<file path="src/rtl/div_unit_pkg.sv">
// rtl/div_unit_pkg.sv - shared EX-stage op codes and divider FSM defines
package div_unit_pkg;

    localparam logic [7:0] EXE_NOP_OP  = 8'h00;
    localparam logic [7:0] EXE_AND_OP  = 8'h24;
    localparam logic [7:0] EXE_OR_OP   = 8'h25;
    localparam logic [7:0] EXE_ADD_OP  = 8'h20;
    localparam logic [7:0] EXE_SUB_OP  = 8'h22;
    localparam logic [7:0] EXE_MULT_OP = 8'h18;
    localparam logic [7:0] EXE_DIV_OP  = 8'h1a;
    localparam logic [7:0] EXE_DIVU_OP = 8'h1b;

    localparam logic [1:0] DIV_IDLE = 2'b00;
    localparam logic [1:0] DIV_ON   = 2'b01;
    localparam logic [1:0] DIV_END  = 2'b10;
    localparam logic [1:0] DIV_ZERO = 2'b11;

    localparam int DIV_ITER = 32;

endpackage

</file>
<file path="src/rtl/div_step.sv">
// rtl/div_step.sv - one combinational radix-2 restoring division step
module div_step #(
    parameter int WIDTH = 32
) (
    input  logic [WIDTH-1:0] rem,
    input  logic             msb,
    input  logic [WIDTH-1:0] divisor,
    output logic [WIDTH-1:0] rem_next,
    output logic             q_bit
);

    logic [WIDTH:0] shifted;
    logic [WIDTH:0] trial;

    // Keep the bit shifted out of rem so divisors >= 2^(WIDTH-1) stay exact.
    assign shifted  = {rem, msb};
    assign trial    = shifted - {1'b0, divisor};
    assign q_bit    = ~trial[WIDTH];
    assign rem_next = q_bit ? trial[WIDTH-1:0] : shifted[WIDTH-1:0];

endmodule

</file>
<file path="src/rtl/div_unit.sv">
// rtl/div_unit.sv - multi-cycle signed/unsigned divider; DIV_ZERO_FAST_EN enables 1-cycle divide-by-zero
module div_unit
    import div_unit_pkg::*;
#(
    parameter int WIDTH = 32,
    parameter int CNT_W = 6
) (
    input  logic               clk,
    input  logic               resetn,
    input  logic [WIDTH-1:0]   num1,
    input  logic [WIDTH-1:0]   num2,
    input  logic               signed_div,
    input  logic               start,
    input  logic               annul,
    output logic [2*WIDTH-1:0] result,
    output logic               ready,
    output logic               busy
);

    logic [1:0]       state;
    logic [CNT_W-1:0] cnt;
    logic [WIDTH-1:0] dvd;
    logic [WIDTH-1:0] dsr;
    logic [WIDTH-1:0] rem;
    logic             q_neg;
    logic             r_neg;
    logic [WIDTH-1:0] rem_next;
    logic             q_bit;
    logic             issue;
    logic             fast_zero;
    logic             num1_neg;
    logic             num2_neg;

    assign issue    = start && !annul;
    assign num1_neg = signed_div && num1[WIDTH-1];
    assign num2_neg = signed_div && num2[WIDTH-1];
    assign busy     = (state == DIV_ON) || (state == DIV_IDLE && issue);

`ifdef DIV_ZERO_FAST_EN
    assign fast_zero = (num2 == '0);
`else
    assign fast_zero = 1'b0;
`endif

    div_step #(.WIDTH(WIDTH)) u_step (
        .rem      (rem),
        .msb      (dvd[WIDTH-1]),
        .divisor  (dsr),
        .rem_next (rem_next),
        .q_bit    (q_bit)
    );

    always_ff @(posedge clk or negedge resetn) begin
        if (!resetn) begin
            state  <= DIV_IDLE;
            cnt    <= '0;
            dvd    <= '0;
            dsr    <= '0;
            rem    <= '0;
            q_neg  <= 1'b0;
            r_neg  <= 1'b0;
            result <= '0;
            ready  <= 1'b0;
        end else begin
            case (state)
                DIV_IDLE: begin
                    ready <= 1'b0;
                    if (issue) begin
                        dvd   <= num1_neg ? -num1 : num1;
                        dsr   <= num2_neg ? -num2 : num2;
                        rem   <= '0;
                        cnt   <= '0;
                        q_neg <= num1_neg ^ num2_neg;
                        r_neg <= num1_neg;
                        if (fast_zero) begin
                            result <= {num1, {WIDTH{1'b1}}};
                            ready  <= 1'b1;
                            state  <= DIV_ZERO;
                        end else begin
                            state  <= DIV_ON;
                        end
                    end
                end
                DIV_ON: begin
                    if (annul) begin
                        state <= DIV_IDLE;
                        ready <= 1'b0;
                    end else if (cnt == CNT_W'(DIV_ITER)) begin
                        // A zero divisor leaves |num1| in rem, so undoing r_neg restores num1.
                        if (dsr == '0)
                            result <= {(r_neg ? -rem : rem), {WIDTH{1'b1}}};
                        else
                            result <= {(r_neg ? -rem : rem), (q_neg ? -dvd : dvd)};
                        ready <= 1'b1;
                        state <= DIV_END;
                    end else begin
                        rem <= rem_next;
                        dvd <= {dvd[WIDTH-2:0], q_bit};
                        cnt <= cnt + 1'b1;
                    end
                end
                default: begin
                    if (annul || !start) begin
                        state <= DIV_IDLE;
                        ready <= 1'b0;
                    end
                end
            endcase
        end
    end

endmodule
</file>
<file path="config.mk">
export PLATFORM = sky130hd
export DESIGN_NAME = div_unit
export DESIGN_NICKNAME = d
export VERILOG_FILES = /design/src/rtl/div_unit_pkg.sv /design/src/rtl/div_step.sv /design/src/rtl/div_unit.sv
export SDC_FILE = /design/constraint.sdc
export NUM_CORES = 1
export LEC_CHECK = 0
export BUFFER_PORTS_ARGS = -buffer_cell sky130_fd_sc_hd__buf_2
export CORE_ASPECT_RATIO = 0.5
export CORE_MARGIN = 5
export CORE_UTILIZATION = 54
export CTS_CLUSTER_DIAMETER = 50
export DETAILED_ROUTE_END_ITERATION = 8
export PLACE_DENSITY = 0.74
export SETUP_SLACK_MARGIN = 0.02
export SLEW_MARGIN = 20
export SYNTH_ARGS = -nofsm -noshare
export SYNTH_HDL_FRONTEND = slang
export SYNTH_HIERARCHICAL = 1
export SYNTH_SLANG_ARGS = --single-unit
</file>
<file path="constraint.sdc">
create_clock -name clk -period 3.1 [get_ports clk]
set_input_delay 0.62 -clock clk [delete_from_list [all_inputs] [get_ports clk]]
set_output_delay 0.62 -clock clk [all_outputs]
set_load 0.01 [all_outputs]
</file>
==> impl_metrics.ini <==
[floorplanning]
core-area_um2 = 21800
die_area_um2 = 25600
fp.dieW_um = 221
io-pin-count = 135
die_y_um = 116
rows = 38
initial_core_util_pct = 55.3

[global_routing]
antenna_found_initial = 0
grt_max_degree = 61
grt_pass1_wl_mm = 55.5
grt_usage_pct = 26.7
first_global_vias = 10900
grt_remaining_overflow = 0

[cts]
cts.clk_slew.worst_paths_ps = 70
cts_tree = yes
cts_made_buffers = 17
clock-root-buffer = clkbuf_16
htreeDepth = 4
clkLatencyLatePin_ps = 460
cts_hold_buffers = 0
cts.sinks = 171
cts_buffer_depth = 2

[setup_path]
crit_cells = 15
cp_slowest_cell = dfrtp_1
worstSetupEndpointType = flop
worst_ep_arrival_time_ps = 3500
reg2reg_depth = 15
cp.required_ps = 3440
path_cells = inv_1, ha_2, fa_2, and2b_1, o2111ai_2, a21oi_2, o2111ai_2, a211oi_2, nor2_4, mux2i_4, and2_4, inv_8, mux2_4, nand3_1, nand2_1
r2r_setup_slack_ps = -60
timing.rr.start = dvd[31]$_DFFE_PN0P_
crit_family = compound AO/OA/AOI/OAI gates
r2r-end = rem[16]$_DFFE_PN0P_
worst_path_most_repeated_cell = o2111ai_2
crit_path_max_fanout = 12
start_kind = flop
cpPeakStageDelay_ps = 350
path_class = flop to flop
cp_num_buf_inv = 2

[placement]
numPortBuffers = 134
globalplace.congestion = 0.979
post-place-ws_ps = -115
hpwl_mm = 25.4

[routing]
vias = 11500
wl_per_cell_um = 18.2
routed_wl_mm = 34.1
viasPerCell = 6.10
antenna_left = 0
drc = 0
drt_first_iter_violations = 894
first_pass_iters = 5

[synth]
synth_top_area_share_pct = 35.5
async_reset_ff_share_pct = 100
yosysSeqAreaShare_pct = 35.5
synth_top_area_cell = dfrtp_1
synth_edf_count = 0
postSynthAreaPerCell_um2 = 8.50
synthesis.nets = 1527
synth-main-ff-cell = dfrtp_1
yosysWarningCount = 6
yosys-top-cells-area = dfrtp_1 (35%), xor2_1 (7.3%), a21oi_1 (5.1%), nand2_1 (4.9%), nor2_1 (4.0%)
postSynthCellCount = 1419
synthDistinctLibCells = 90
mappedNetlistArea_um2 = 12100
ys_seq_elements = 171

[run]
maxCapViolCount = 0

[sta]
finalClockSkew_ps = 11.8
worst_pin_slew_ps = 1040
fmaxAchievable_ghz = 0.316
slew_headroom_pct = 30.8
setup_slack_ps = -61.3
finalCritPeriodShare_pct = 102
period_needed_ps = 3160
rsz0062_at_grt = yes
fin_tns_setup_ps = -919
timing.hold.ws_ps = 128
final-max-slew-violation-count = 0
hold_viol_final = 0
final-setup-viol-count = 22

[cells_and_area]
final_cell_mix = dfrtp_1 (171), nand2_1 (155), buf_2 (133), nor2_1 (129), a21oi_1 (122)
area_delta_synth_final_pct = 16.4
final_common_cell = dfrtp_1
seq_area_um2 = 4280
multi_input_area_um2 = 7270
nets = 1674
drive_gt1_share_pct = 20.5
n_fill_cell = 1856
n_antenna_cell = 0

[power]
p_leak_nw = 6.45
internal_power_mw = 4.84
power.density_nw_per_um2 = 534
power_frac_seq_pct = 37.0
switching_share_pct = 35.5
pwr-share-clk_pct = 30.6
p_comb_share_pct = 32.3
ir_drop_mv = 0.349
switching_power_mw = 2.66

[outcome]
violations = setup timing
status = complete, but fails checks

[min_path]
hold_class = primary input to asynchronous set/reset pin
## metrics by stage
stage | total power, mW | instance area (um2) | instances | util (%)
3_5_place_dp | 5.15 | 13300 | 1843 | 61.1
2_1_floorplan | 4.41 | 12100 | 1419 | -
6_report | 7.50 | 14000 | 1879 | 64.3
4_1_cts | 7.48 | 14000 | 1876 | 64.2
3_3_place_gp | 5.07 | 13300 | 1843 | 61.1
5_1_grt | 7.89 | 14000 | 1879 | 64.3
## worst max-delay path by stage
stage	to	startpoint	slack, ps
finish	rem[16]$_DFFE_PN0P_	dvd[31]$_DFFE_PN0P_	-60
global route	rem[16]$_DFFE_PN0P_	dvd[31]$_DFFE_PN0P_	-280
CTS	rem[4]$_DFFE_PN0P_	dvd[31]$_DFFE_PN0P_	-80
detailed placement	rem[7]$_DFFE_PN0P_	dvd[31]$_DFFE_PN0P_	-120
global placement	rem[5]$_DFFE_PN0P_	dvd[31]$_DFFE_PN0P_	-20
floorplan	rem[16]$_DFFE_PN0P_	dvd[31]$_DFFE_PN0P_	-110
## synthesized netlist by cell type, types with 8 or more instances
| library cell | instances |
|---|---|
| nand4_1 | 14 |
| nand2b_1 | 9 |
| mux2i_1 | 8 |
| a21o_1 | 18 |
| o21a_1 | 9 |
| o22ai_1 | 12 |
| and3_1 | 10 |
| buf_1 | 15 |
| inv_1 | 52 |
| or4_1 | 17 |
| mux2_4 | 19 |
| nand2_1 | 157 |
| clkbuf_1 | 51 |
| or3_1 | 24 |
| nor2_1 | 129 |
| a31oi_1 | 18 |
| o41ai_1 | 28 |
| ha_1 | 38 |
| xor2_1 | 100 |
| xnor2_1 | 33 |
| or2_2 | 15 |
| o21ai_0 | 85 |
| a21oi_1 | 122 |
| nor4_1 | 22 |
| nor3_1 | 26 |
| dfrtp_1 | 171 |
| o31ai_1 | 26 |
| nand3_1 | 66 |
## state kept, by name, indices dropped and copies added (netlist names)
name and count:
rem 32, result 64, state 2, dsr 32, ready 1, q_neg 1, cnt 6, r_neg 1
dvd 32
## logic make-up after synthesis
family / share of synthesized area, %
buf+inv: 5.08
flops: 35.5
mux: 3.68
xor+xnor: 9.66
fa+ha+maj: 4.11
compound gates: 20.5
simple gates: 21.5
## area by class of cell
type,count,share of cell area (%)
Tap cell,300,2.67
Multi-Input combinational cell,1113,51.8
Clock buffer,19,3.08
Inverter,53,1.51
Timing Repair Buffer,208,8.96
Timing Repair inverter,2,0.143
Clock inverter,13,1.35
Sequential cell,171,30.5
## power by group through the flow
stage	Sequential (mW)	Clock [mW]	Combinational (mW)
6_report	2.78	2.30	2.42
5_1_grt	2.81	2.42	2.67
4_1_cts	2.77	2.33	2.38
3_5_place_dp	2.81	0	2.34
3_3_place_gp	2.80	0	2.27
2_1_floorplan	2.72	0	1.69
## routing by layer
metal | vias up | part of all wire, % | global-route usage [%]
met1 | 5529 | 42 | 34.2
met2 | 452 | 48 | 45.1
met3 | 78 | 7.1 | 5.64
li1 | 5412 | - | -
met4 | 0 | 2.9 | 10.6
met5 | - | 0 | 0
## repair_timing
item                                    CTS  global route
gates cloned                              1             1
endpoints found under the setup margin   24            33
pin swaps                                 3             4
gates resized for setup                   9             4
buffers inserted                          0             2
(Power assumes the default switching activity.)
